## src/rtl/common_pkg.sv

```systemverilog
// Core-wide shared types: RV32M op encoding, its funct7 and the decoded control bundle.
package common;

  localparam logic [6:0] MULDIV_FUNCT7 = 7'b0000001;

  // Encoding matches the RV32M funct3 field.
  typedef enum logic [2:0] {
    MUL    = 3'd0,
    MULH   = 3'd1,
    MULHSU = 3'd2,
    MULHU  = 3'd3,
    DIV    = 3'd4,
    DIVU   = 3'd5,
    REM    = 3'd6,
    REMU   = 3'd7
  } muldiv_op_type;

  typedef struct packed {
    logic reg_write;
    logic mem_read;
    logic mem_write;
    logic branch;
    logic jump;
    logic is_muldiv;
  } control_type;

  function automatic logic op_a_signed(input muldiv_op_type o);
    return o inside {MULH, MULHSU, DIV, REM};
  endfunction

  function automatic logic op_b_signed(input muldiv_op_type o);
    return o inside {MULH, DIV, REM};
  endfunction

endpackage

```

## src/rtl/muldiv_datapath.sv

```systemverilog
// One-bit-per-cycle iteration datapath: shift-add multiply and restoring divide on magnitudes.
// The multiply step exists only when MULDIV_MUL_EN is defined.
module muldiv_datapath #(
  parameter int unsigned XLEN = 32
) (
  input  logic            clk_i,
  input  logic            rst_ni,
  input  logic            load_i,
  input  logic            step_i,
  input  logic            div_i,
  input  logic [XLEN-1:0] a_i,
  input  logic [XLEN-1:0] b_i,
  output logic [XLEN-1:0] hi_o,
  output logic [XLEN-1:0] lo_o
);

  // hi/lo hold product high/low for multiply, remainder/quotient for divide.
  logic [XLEN-1:0] hi_q, hi_d, lo_q, lo_d, b_q, b_d;
  logic [XLEN:0]   shifted, diff;
`ifdef MULDIV_MUL_EN
  logic [XLEN:0]   sum;
`endif

  always_comb begin
    hi_d    = hi_q;
    lo_d    = lo_q;
    b_d     = b_q;
    shifted = {hi_q, lo_q[XLEN-1]};
    diff    = shifted - {1'b0, b_q};
`ifdef MULDIV_MUL_EN
    sum     = {1'b0, hi_q} + (lo_q[0] ? {1'b0, b_q} : '0);
`endif
    if (load_i) begin
      hi_d = '0;
      lo_d = a_i;
      b_d  = b_i;
    end else if (step_i && div_i) begin
      // Borrow out of the trial subtraction means restore.
      if (!diff[XLEN]) begin
        hi_d = diff[XLEN-1:0];
        lo_d = {lo_q[XLEN-2:0], 1'b1};
      end else begin
        hi_d = shifted[XLEN-1:0];
        lo_d = {lo_q[XLEN-2:0], 1'b0};
      end
    end
`ifdef MULDIV_MUL_EN
    else if (step_i) begin
      hi_d = sum[XLEN:1];
      lo_d = {sum[0], lo_q[XLEN-1:1]};
    end
`endif
  end

  always_ff @(posedge clk_i or negedge rst_ni) begin
    if (!rst_ni) begin
      hi_q <= '0;
      lo_q <= '0;
      b_q  <= '0;
    end else begin
      hi_q <= hi_d;
      lo_q <= lo_d;
      b_q  <= b_d;
    end
  end

  assign hi_o = hi_q;
  assign lo_o = lo_q;

endmodule

```

## src/rtl/muldiv_unit.sv

```systemverilog
// Iterative RV32M multiply/divide unit: FSM, sign handling and fast paths around muldiv_datapath.
// Multiply support is compiled in only when MULDIV_MUL_EN is defined.
module muldiv_unit
  import common::*;
#(
  parameter int unsigned XLEN = 32
) (
  input  logic            clk,
  input  logic            reset_n,
  input  logic            start_valid,
  output logic            start_ready,
  input  muldiv_op_type   op,
  input  logic [XLEN-1:0] operand_a,
  input  logic [XLEN-1:0] operand_b,
  input  logic            flush,
  output logic            result_valid,
  input  logic            result_ready,
  output logic [XLEN-1:0] result,
  output logic            busy
);

  localparam int unsigned CntW = $clog2(XLEN + 1);
  localparam logic [XLEN-1:0] MinNeg = {1'b1, {(XLEN-1){1'b0}}};

  typedef enum logic [1:0] {StIdle, StBusy, StDone} state_e;

  state_e          state_q;
  logic [CntW-1:0] cnt_q;
  muldiv_op_type   op_q;
  logic            neg_q, fast_q, result_valid_q, busy_q;
  logic [XLEN-1:0] fast_res_q, result_q;

  logic            accept, a_neg, b_neg, neg, div_zero, div_ovf, fast_hit, step;
  logic [XLEN-1:0] a_mag, b_mag, fast_res, dp_hi, dp_lo, iter_res;

  assign start_ready = (state_q == StIdle) && !flush;
  assign accept      = start_valid && start_ready;

  assign a_neg    = op_a_signed(op) && operand_a[XLEN-1];
  assign b_neg    = op_b_signed(op) && operand_b[XLEN-1];
  assign a_mag    = a_neg ? -operand_a : operand_a;
  assign b_mag    = b_neg ? -operand_b : operand_b;
  // Remainder follows the dividend; everything else follows the operand sign product.
  assign neg      = (op inside {REM, REMU}) ? a_neg : (a_neg ^ b_neg);
  assign div_zero = op[2] && (operand_b == '0);
  assign div_ovf  = (op inside {DIV, REM}) && (operand_a == MinNeg) && (operand_b == '1);

  always_comb begin
    fast_hit = 1'b0;
    fast_res = '0;
    if (div_zero) begin
      fast_hit = 1'b1;
      fast_res = op[1] ? operand_a : '1;
    end else if (div_ovf) begin
      fast_hit = 1'b1;
      fast_res = op[1] ? '0 : operand_a;
    end
`ifndef MULDIV_MUL_EN
    else if (!op[2]) begin
      fast_hit = 1'b1;
      fast_res = '0;
    end
`endif
  end

  assign step = (state_q == StBusy) && !fast_q && (cnt_q != CntW'(XLEN));

  muldiv_datapath #(
    .XLEN (XLEN)
  ) u_datapath (
    .clk_i  (clk),
    .rst_ni (reset_n),
    .load_i (accept),
    .step_i (step),
    .div_i  (op_q[2]),
    .a_i    (a_mag),
    .b_i    (b_mag),
    .hi_o   (dp_hi),
    .lo_o   (dp_lo)
  );

`ifdef MULDIV_MUL_EN
  logic [2*XLEN-1:0] prod_fix;
  assign prod_fix = neg_q ? -{dp_hi, dp_lo} : {dp_hi, dp_lo};
`endif

  always_comb begin
    iter_res = '0;
    unique case (op_q)
      DIV, DIVU: iter_res = neg_q ? -dp_lo : dp_lo;
      REM, REMU: iter_res = neg_q ? -dp_hi : dp_hi;
`ifdef MULDIV_MUL_EN
      MUL:                 iter_res = prod_fix[XLEN-1:0];
      MULH, MULHSU, MULHU: iter_res = prod_fix[2*XLEN-1:XLEN];
`endif
      default: iter_res = '0;
    endcase
  end

  always_ff @(posedge clk or negedge reset_n) begin
    if (!reset_n) begin
      state_q        <= StIdle;
      cnt_q          <= '0;
      op_q           <= MUL;
      neg_q          <= 1'b0;
      fast_q         <= 1'b0;
      fast_res_q     <= '0;
      result_q       <= '0;
      result_valid_q <= 1'b0;
      busy_q         <= 1'b0;
    end else begin
      unique case (state_q)
        StIdle: begin
          if (accept) begin
            state_q    <= StBusy;
            busy_q     <= 1'b1;
            cnt_q      <= '0;
            op_q       <= op;
            neg_q      <= neg;
            fast_q     <= fast_hit;
            fast_res_q <= fast_res;
          end
        end
        StBusy: begin
          if (flush) begin
            state_q <= StIdle;
            busy_q  <= 1'b0;
          end else if (fast_q || (cnt_q == CntW'(XLEN))) begin
            state_q        <= StDone;
            result_valid_q <= 1'b1;
            result_q       <= fast_q ? fast_res_q : iter_res;
          end else begin
            cnt_q <= cnt_q + CntW'(1);
          end
        end
        StDone: begin
          if (flush || result_ready) begin
            state_q        <= StIdle;
            busy_q         <= 1'b0;
            result_valid_q <= 1'b0;
          end
        end
        default: state_q <= StIdle;
      endcase
    end
  end

  assign result       = result_q;
  assign result_valid = result_valid_q;
  assign busy         = busy_q;

endmodule
```

## config.mk

```make
export PLATFORM = sky130hd
export DESIGN_NAME = muldiv_unit
export DESIGN_NICKNAME = d
export VERILOG_FILES = /design/src/rtl/common_pkg.sv /design/src/rtl/muldiv_datapath.sv /design/src/rtl/muldiv_unit.sv
export SDC_FILE = /design/constraint.sdc
export NUM_CORES = 1
export LEC_CHECK = 0
export BUFFER_PORTS_ARGS = -buffer_cell sky130_fd_sc_hd__buf_2
export CAP_MARGIN = 10
export CORE_MARGIN = 5
export CORE_UTILIZATION = 55
export DETAILED_ROUTE_END_ITERATION = 10
export GPL_ROUTABILITY_DRIVEN = 1
export PLACE_DENSITY_LB_ADDON = 0.05
export SYNTH_ARGS = -nofsm -noshare
export SYNTH_HDL_FRONTEND = slang
export SYNTH_HIERARCHICAL = 1
export SYNTH_SLANG_ARGS = --single-unit
export TNS_END_PERCENT = 50
```

## constraint.sdc

```tcl
create_clock -name clk -period 4.6 [get_ports clk]
set_input_delay 0.69 -clock clk [delete_from_list [all_inputs] [get_ports clk]]
set_output_delay 0.69 -clock clk [all_outputs]
set_load 0.03 [all_outputs]
```

==> flow_metrics.env, run 1 <==
export IMPL_p_clk_share_pct=14.3
export IMPL_p_int_mw=5.22
export IMPL_final_setup_viol_count=0
export IMPL_clk_pin_slew_ns=0.07
export IMPL_start_util_pct=55.2
export IMPL_placed_cell_area_um2=13600
export IMPL_p_per_area_nw_per_um2=737
export IMPL_via_per_inst=6.18
export IMPL_r2r_start="u_datapath/lo_o[31]"
export IMPL_setup_ws_ns=1.08
export IMPL_grt_total_usage_pct=29.9
export IMPL_p_comb_share_pct=59.1
export IMPL_cts_root_buf="clkbuf_16"
export IMPL_yosysMostFrequentCell="nand2_1"
export IMPL_slowest_stage="o31ai_4"
export IMPL_syn_cell_area_um2=12800
export IMPL_ys_warnings_count=6
export IMPL_synthArstFlopShare_pct=100
export IMPL_clk_path_buf_depth=2
export IMPL_core_um2=23300
export IMPL_path_max_fanout=18
export IMPL_synth_ff_type="dfrtp_1"
export IMPL_fin_skew_ns=0.0265
export IMPL_drt_pass1_iter_count=5
export IMPL_hold_worst_slack_ns=0.381
export IMPL_switching_power_mw=5.23
export IMPL_nFillCells=2148
export IMPL_timing_final_crit_period_ns=3.52
export IMPL_swShare_pct=50.0
export IMPL_status="complete, no violations"
export IMPL_holdCritPathClass="in2async"
export IMPL_critical_path_class="reg2reg"
export IMPL_multi_input_area_um2=7920
export IMPL_drtIter0Drc=1335
export IMPL_cts_setup_buffers=0
export IMPL_peakVddDrop_v=0.000346
export IMPL_fin_setup_tns_ns=0
export IMPL_regArea_um2=4350
export IMPL_cp_slowest_stage_delay_ns=0.47
export IMPL_synth_top_cell_area_share_pct=33.9
export IMPL_max_cap_violations=0
export IMPL_seq_power_share_pct=26.6
export IMPL_vias=12000
export IMPL_period_share_pct=76.4
export IMPL_dp_hpwl_mm=29.5
export IMPL_synth_top_area_cell="dfrtp_1"
export IMPL_tightest_slew_ns=0.972
export IMPL_design_area_um2=14200
export IMPL_h_tree_depth=4
export IMPL_cts_resized=0
export IMPL_crit_family="compound AO/OA/AOI/OAI gates"
export IMPL_finalHoldViolations=0
export IMPL_startpoint_type="flop"
export IMPL_numCtsBuffers=17
export IMPL_finalMaxSlewViolations=0
export IMPL_worstPathArrival_ns=3.85
export IMPL_place_gp_congestion=0.941
export IMPL_ys_ff_latch=174
export IMPL_synth_seq_area_share_pct=33.9
export IMPL_path_common_cell="inv_1"
export IMPL_drive_above_1_share_pct=11.9
export IMPL_worstPathCellList="inv_1, ha_1, inv_1, fa_1, a211oi_1, o21a_2, a211oi_4, o31ai_4, a21oi_4, xnor2_2, buf_4, or3_1, a311oi_1"
export IMPL_grt_pass1_wl_mm=62.6
export IMPL_drt_wl_total_mm=39.9
export IMPL_boundaryPins=107
export IMPL_wl_per_cell_um=20.5
export IMPL_power_mw=10.4
export IMPL_cts_tree="done"
export IMPL_die_width_um=163
export IMPL_synth_area_top_cells="dfrtp_1 (34%), o21ai_0 (6.2%), nand2_1 (5.8%)"
export IMPL_syn_area_per_cell_um2=8.27
export IMPL_cts_sinks=174
export IMPL_fp_row_count=56
export IMPL_p_leak_nw=5.93
export IMPL_grt_pass1_vias=11000
export IMPL_rsz0062_at_grt="false"
export IMPL_antenna_found_initial=0
export IMPL_cts_hold_buf=0
export IMPL_syn_to_final_growth_pct=10.4
export IMPL_clk_insertion_delay_late_ns=0.45
export IMPL_cp_startpoint="u_datapath/lo_o[31]"
export IMPL_grt_overflow_total=0
export IMPL_worstSetupPathDepth=13
export IMPL_max_slew_margin_pct=35.2
export IMPL_num_antenna_cells=0
export IMPL_syn_nets=1669
export IMPL_ys_types=77
export IMPL_syn_instance_count=1553
export IMPL_drtAntennaViolNets=0
export IMPL_pre_cts_ws_ns=1.14
export IMPL_die_area_um2=26500
export IMPL_path_buf_inv=3
export IMPL_synth_edf_count=0
export IMPL_r2r_slack_ns=1.08
export IMPL_die_y_um=163
export IMPL_grt_max_degree=163
export IMPL_ys_top_cells_by_count="nand2_1 (200), dfrtp_1 (174), o21ai_0 (158)"
export IMPL_nNetsFinal=1727
export IMPL_portBuffers=106
export IMPL_required_ns=4.94
export IMPL_worstSetupEndpoint="u_datapath/hi_o[8]"
export IMPL_endpoint_kind="flop"
export IMPL_ff2ff_path_depth=13
export IMPL_max_clock_freq_mhz=284
export IMPL_route_detailed_drc=0
export IMPL_reg2reg_to="u_datapath/hi_o[8]"
power by group through the flow:
stage               Sequential [mW]  Combinational (mW)  Clock, mW
floorplan                      2.64                4.50          0
global placement               2.76                5.97          0
detailed placement             2.78                6.03          0
CTS                            2.75                6.07       1.51
global route                   2.83                6.81       1.58
finish                         2.77                6.18       1.50
sequential cells by signal, summed over array words and instances (netlist names):
| signal | count |
|---|---|
| u_datapath/b_q | 32 |
| busy | 1 |
| neg_q | 1 |
| fast_q | 1 |
| u_datapath/hi_o | 32 |
| result_valid | 1 |
| cnt_q | 6 |
| op_q | 2 |
| u_datapath/lo_o | 32 |
| state_q | 2 |
| result | 32 |
| fast_res_q | 32 |
cells in the final DEF, fill, tap and decap left out, drive strengths merged, types with 20 or more instances in the layout:
cell type,netlist,layout
buf,18,121
nor2,131,131
or3,20,20
xnor2,82,82
ha,43,43
mux2i,43,43
o31ai,34,34
nand2,200,200
dfrtp,174,174
a21oi,77,77
o41ai,20,20
clkbuf,64,22
xor2,58,58
inv,61,68
nor3,30,30
nor2b,39,39
o21ai,172,172
worst min path at each step:
stage / start / end / slack [ns] / depth (start not counted)
2_1_floorplan: reset_n / busy / 0.39 / 0
3_3_place_gp: result[0] / result[0] / 0.46 / 2
3_5_place_dp: fast_res_q[11] / fast_res_q[11] / 0.46 / 2
4_1_cts: reset_n / u_datapath/hi_o[26] / 0.41 / 1
5_1_grt: reset_n / u_datapath/hi_o[26] / 0.46 / 1
6_report: reset_n / u_datapath/hi_o[26] / 0.38 / 1
logic make-up after synthesis:
family | after synthesis | share of synthesized area, %
AOI/OAI and AO/OA | 440 | 22.4
muxes | 48 | 3.88
adders and majority gates | 44 | 4.34
DFF | 174 | 33.9
and+or+nand+nor | 564 | 21.4
buffers and inverters | 143 | 4.58
xor gates and xnor gates | 140 | 9.55
through the flow:
step	util (%)	cells
2_1_floorplan	-	1553
3_3_place_gp	58.4	1911
3_5_place_dp	58.4	1911
4_1_cts	60.9	1943
5_1_grt	60.9	1943
6_report	60.9	1943
routing by layer:
metal	share of wire [%]	GRT usage (%)
met1	48	48.8
met2	41	40.0
met3	9.4	5.95
met4	1.8	7.28
met5	0	0
cell type report:
type,count,share of cell area (%)
multi-input cells,1236,55.9
flip-flops and latches,174,30.7
repair buffers,121,4.76
clock buffers,22,3.42
well taps,319,2.82
inverters,61,1.63
clock inverters,10,0.794
Note: power is estimated with default switching activity, not from simulation.
==> run 2, diff against run 1 <==
==> constraint.sdc (replaced) <==
create_clock -name clk -period 3.13 [get_ports clk]
set_input_delay 0.4695 -clock clk [delete_from_list [all_inputs] [get_ports clk]]
set_output_delay 0.4695 -clock clk [all_outputs]
set_load 0.03 [all_outputs]
==> run 2 against run 1 <==
Against the previous run: power rose by 56%; sequential cell count is the same; largest power group unchanged; combinational power rose by 67%; die area unchanged; critical endpoint is now u_datapath/hi_o[3].
==> flow_metrics.env, run 2 (synthesis gave the netlist of run 1 again) <==
export IMPL_switching_power_mw=7.97
export IMPL_layout_common_cells="nand2_1 (200), dfrtp_1 (174), o21ai_0 (158), nor2_1 (131), buf_2 (105)"
export IMPL_holdCritPathClass="in2async"
export IMPL_grt_total_usage_pct=30.5
export IMPL_drt_pass1_iter_count=6
export IMPL_finish_utilization_pct=63.7
export IMPL_critical_path_class="reg2reg"
export IMPL_portBuffers=106
export IMPL_r2r_start="u_datapath/lo_o[31]"
export IMPL_drtAntennaViolNets=0
export IMPL_fin_skew_ns=0.0146
export IMPL_antenna_found_initial=0
export IMPL_reg2reg_to="u_datapath/hi_o[3]"
export IMPL_seq_power_share_pct=23.4
export IMPL_clk_insertion_delay_late_ns=0.43
export IMPL_syn_to_final_growth_pct=15.4
export IMPL_status="complete, no violations"
export IMPL_swShare_pct=48.9
export IMPL_finalMaxSlewViolations=0
export IMPL_p_comb_share_pct=62.9
export IMPL_clk_path_buf_depth=2
export IMPL_r2r_slack_ns=0.15
export IMPL_p_per_area_nw_per_um2=1100
export IMPL_grt_pass1_vias=11400
export IMPL_tightest_slew_ns=0.742
export IMPL_die_area_um2=26500
export IMPL_start_util_pct=55.2
export IMPL_cts_sinks=174
export IMPL_wl_per_cell_um=20.2
export IMPL_final_setup_viol_count=0
export IMPL_cts_root_buf="clkbuf_16"
export IMPL_required_ns=3.47
export IMPL_timing_final_crit_period_ns=2.98
export IMPL_rsz0062_at_grt="false"
export IMPL_cp_slowest_stage_delay_ns=0.38
export IMPL_p_int_mw=8.32
export IMPL_grt_overflow_total=0
export IMPL_peakVddDrop_v=0.000516
export IMPL_via_per_inst=6.12
export IMPL_worstPathArrival_ns=3.32
export IMPL_max_cap_violations=0
export IMPL_regArea_um2=4350
export IMPL_fin_setup_tns_ns=0
export IMPL_drive_above_1_share_pct=15.9
export IMPL_boundaryPins=107
export IMPL_numCtsBuffers=17
export IMPL_path_common_cell="inv_1"
export IMPL_layout_commonest_cell="nand2_1"
export IMPL_cts_tree="done"
export IMPL_p_leak_nw=6.31
export IMPL_core_um2=23300
export IMPL_drt_wl_total_mm=40.6
export IMPL_worstPathCellList="inv_1, ha_1, inv_1, fa_2, a211oi_2, o21a_2, a211oi_4, o31ai_4, a21oi_4, xnor2_2, buf_12, or3_1, a311oi_2"
export IMPL_ff2ff_path_depth=13
export IMPL_max_slew_margin_pct=50.3
export IMPL_path_buf_inv=3
export IMPL_startpoint_type="flop"
export IMPL_nFillCells=2086
export IMPL_crit_family="compound AO/OA/AOI/OAI gates"
export IMPL_nNetsFinal=1796
export IMPL_fp_row_count=56
export IMPL_vias=12300
export IMPL_max_clock_freq_mhz=335
export IMPL_finalHoldViolations=0
export IMPL_die_width_um=163
export IMPL_drtIter0Drc=1393
export IMPL_grt_pass1_wl_mm=63.9
export IMPL_place_gp_congestion=1.01
export IMPL_dp_hpwl_mm=31.0
export IMPL_grt_max_degree=73
export IMPL_slowest_stage="dfrtp_1"
export IMPL_period_share_pct=95.3
export IMPL_clk_pin_slew_ns=0.07
export IMPL_p_clk_share_pct=13.7
export IMPL_path_max_fanout=20
export IMPL_die_y_um=163
export IMPL_endpoint_kind="flop"
export IMPL_multi_input_area_um2=7950
export IMPL_num_antenna_cells=0
export IMPL_h_tree_depth=4
export IMPL_route_detailed_drc=0
run 2: cell type report:
cell class / count / share of cell area, %
Multi-Input combinational cell: 1236 / 53.6
Sequential cell: 174 / 29.4
Timing Repair Buffer: 190 / 8.57
Clock buffer: 19 / 3.05
Tap cell: 319 / 2.69
Inverter: 61 / 1.56
Clock inverter: 13 / 1.14
run 2: timing repair:
item                                    CTS  global route
endpoints found under the setup margin    0            32
resized for setup                         0             7
endpoints found under the hold margin     0             0
setup buffers                             0             1
hold buffers                              0             0
run 2: power groups by stage:
| stage | logic [mW] | registers [mW] | clock network, mW |
|---|---|---|---|
| after global placement | 9.80 | 3.79 | 0 |
| after detailed placement | 9.90 | 3.81 | 0 |
| final | 10.3 | 3.81 | 2.23 |
| after floorplan | 6.61 | 3.88 | 0 |
| after CTS | 9.96 | 3.78 | 2.24 |
| after global routing | 11.1 | 3.90 | 2.35 |
run 2: how the worst max path moves through the flow:
stage	start	end	depth (start not counted)
floorplan	u_datapath/lo_o[31]	u_datapath/hi_o[0]	13
global placement	u_datapath/lo_o[31]	u_datapath/hi_o[3]	13
detailed placement	u_datapath/lo_o[31]	u_datapath/hi_o[3]	13
CTS	u_datapath/lo_o[31]	u_datapath/hi_o[3]	13
global route	u_datapath/lo_o[31]	u_datapath/hi_o[3]	13
finish	u_datapath/lo_o[31]	u_datapath/hi_o[3]	13
run 2: layer usage:
metal | global-route usage, % | wire length (um)
met4 | 7.51 | 944
met1 | 49.2 | 19500
met2 | 42.0 | 16600
met3 | 5.29 | 3530
met5 | 0 | 0
run 2: through the flow:
step | instance area, um2 | setup slack [ns] | std cells | total power [mW] | hold slack (ns)
floorplan | 12800 | 0.0535 | 1553 | 10.5 | 0.174
global placement | 14200 | 0.126 | 1979 | 13.6 | 0.462
detailed placement | 14200 | 0.0667 | 1979 | 13.7 | 0.475
CTS | 14800 | 0.0136 | 2011 | 16.0 | 0.0853
global route | 14800 | 0.0100 | 2012 | 17.4 | 0.108
finish | 14800 | 0.146 | 2012 | 16.3 | 0.0525
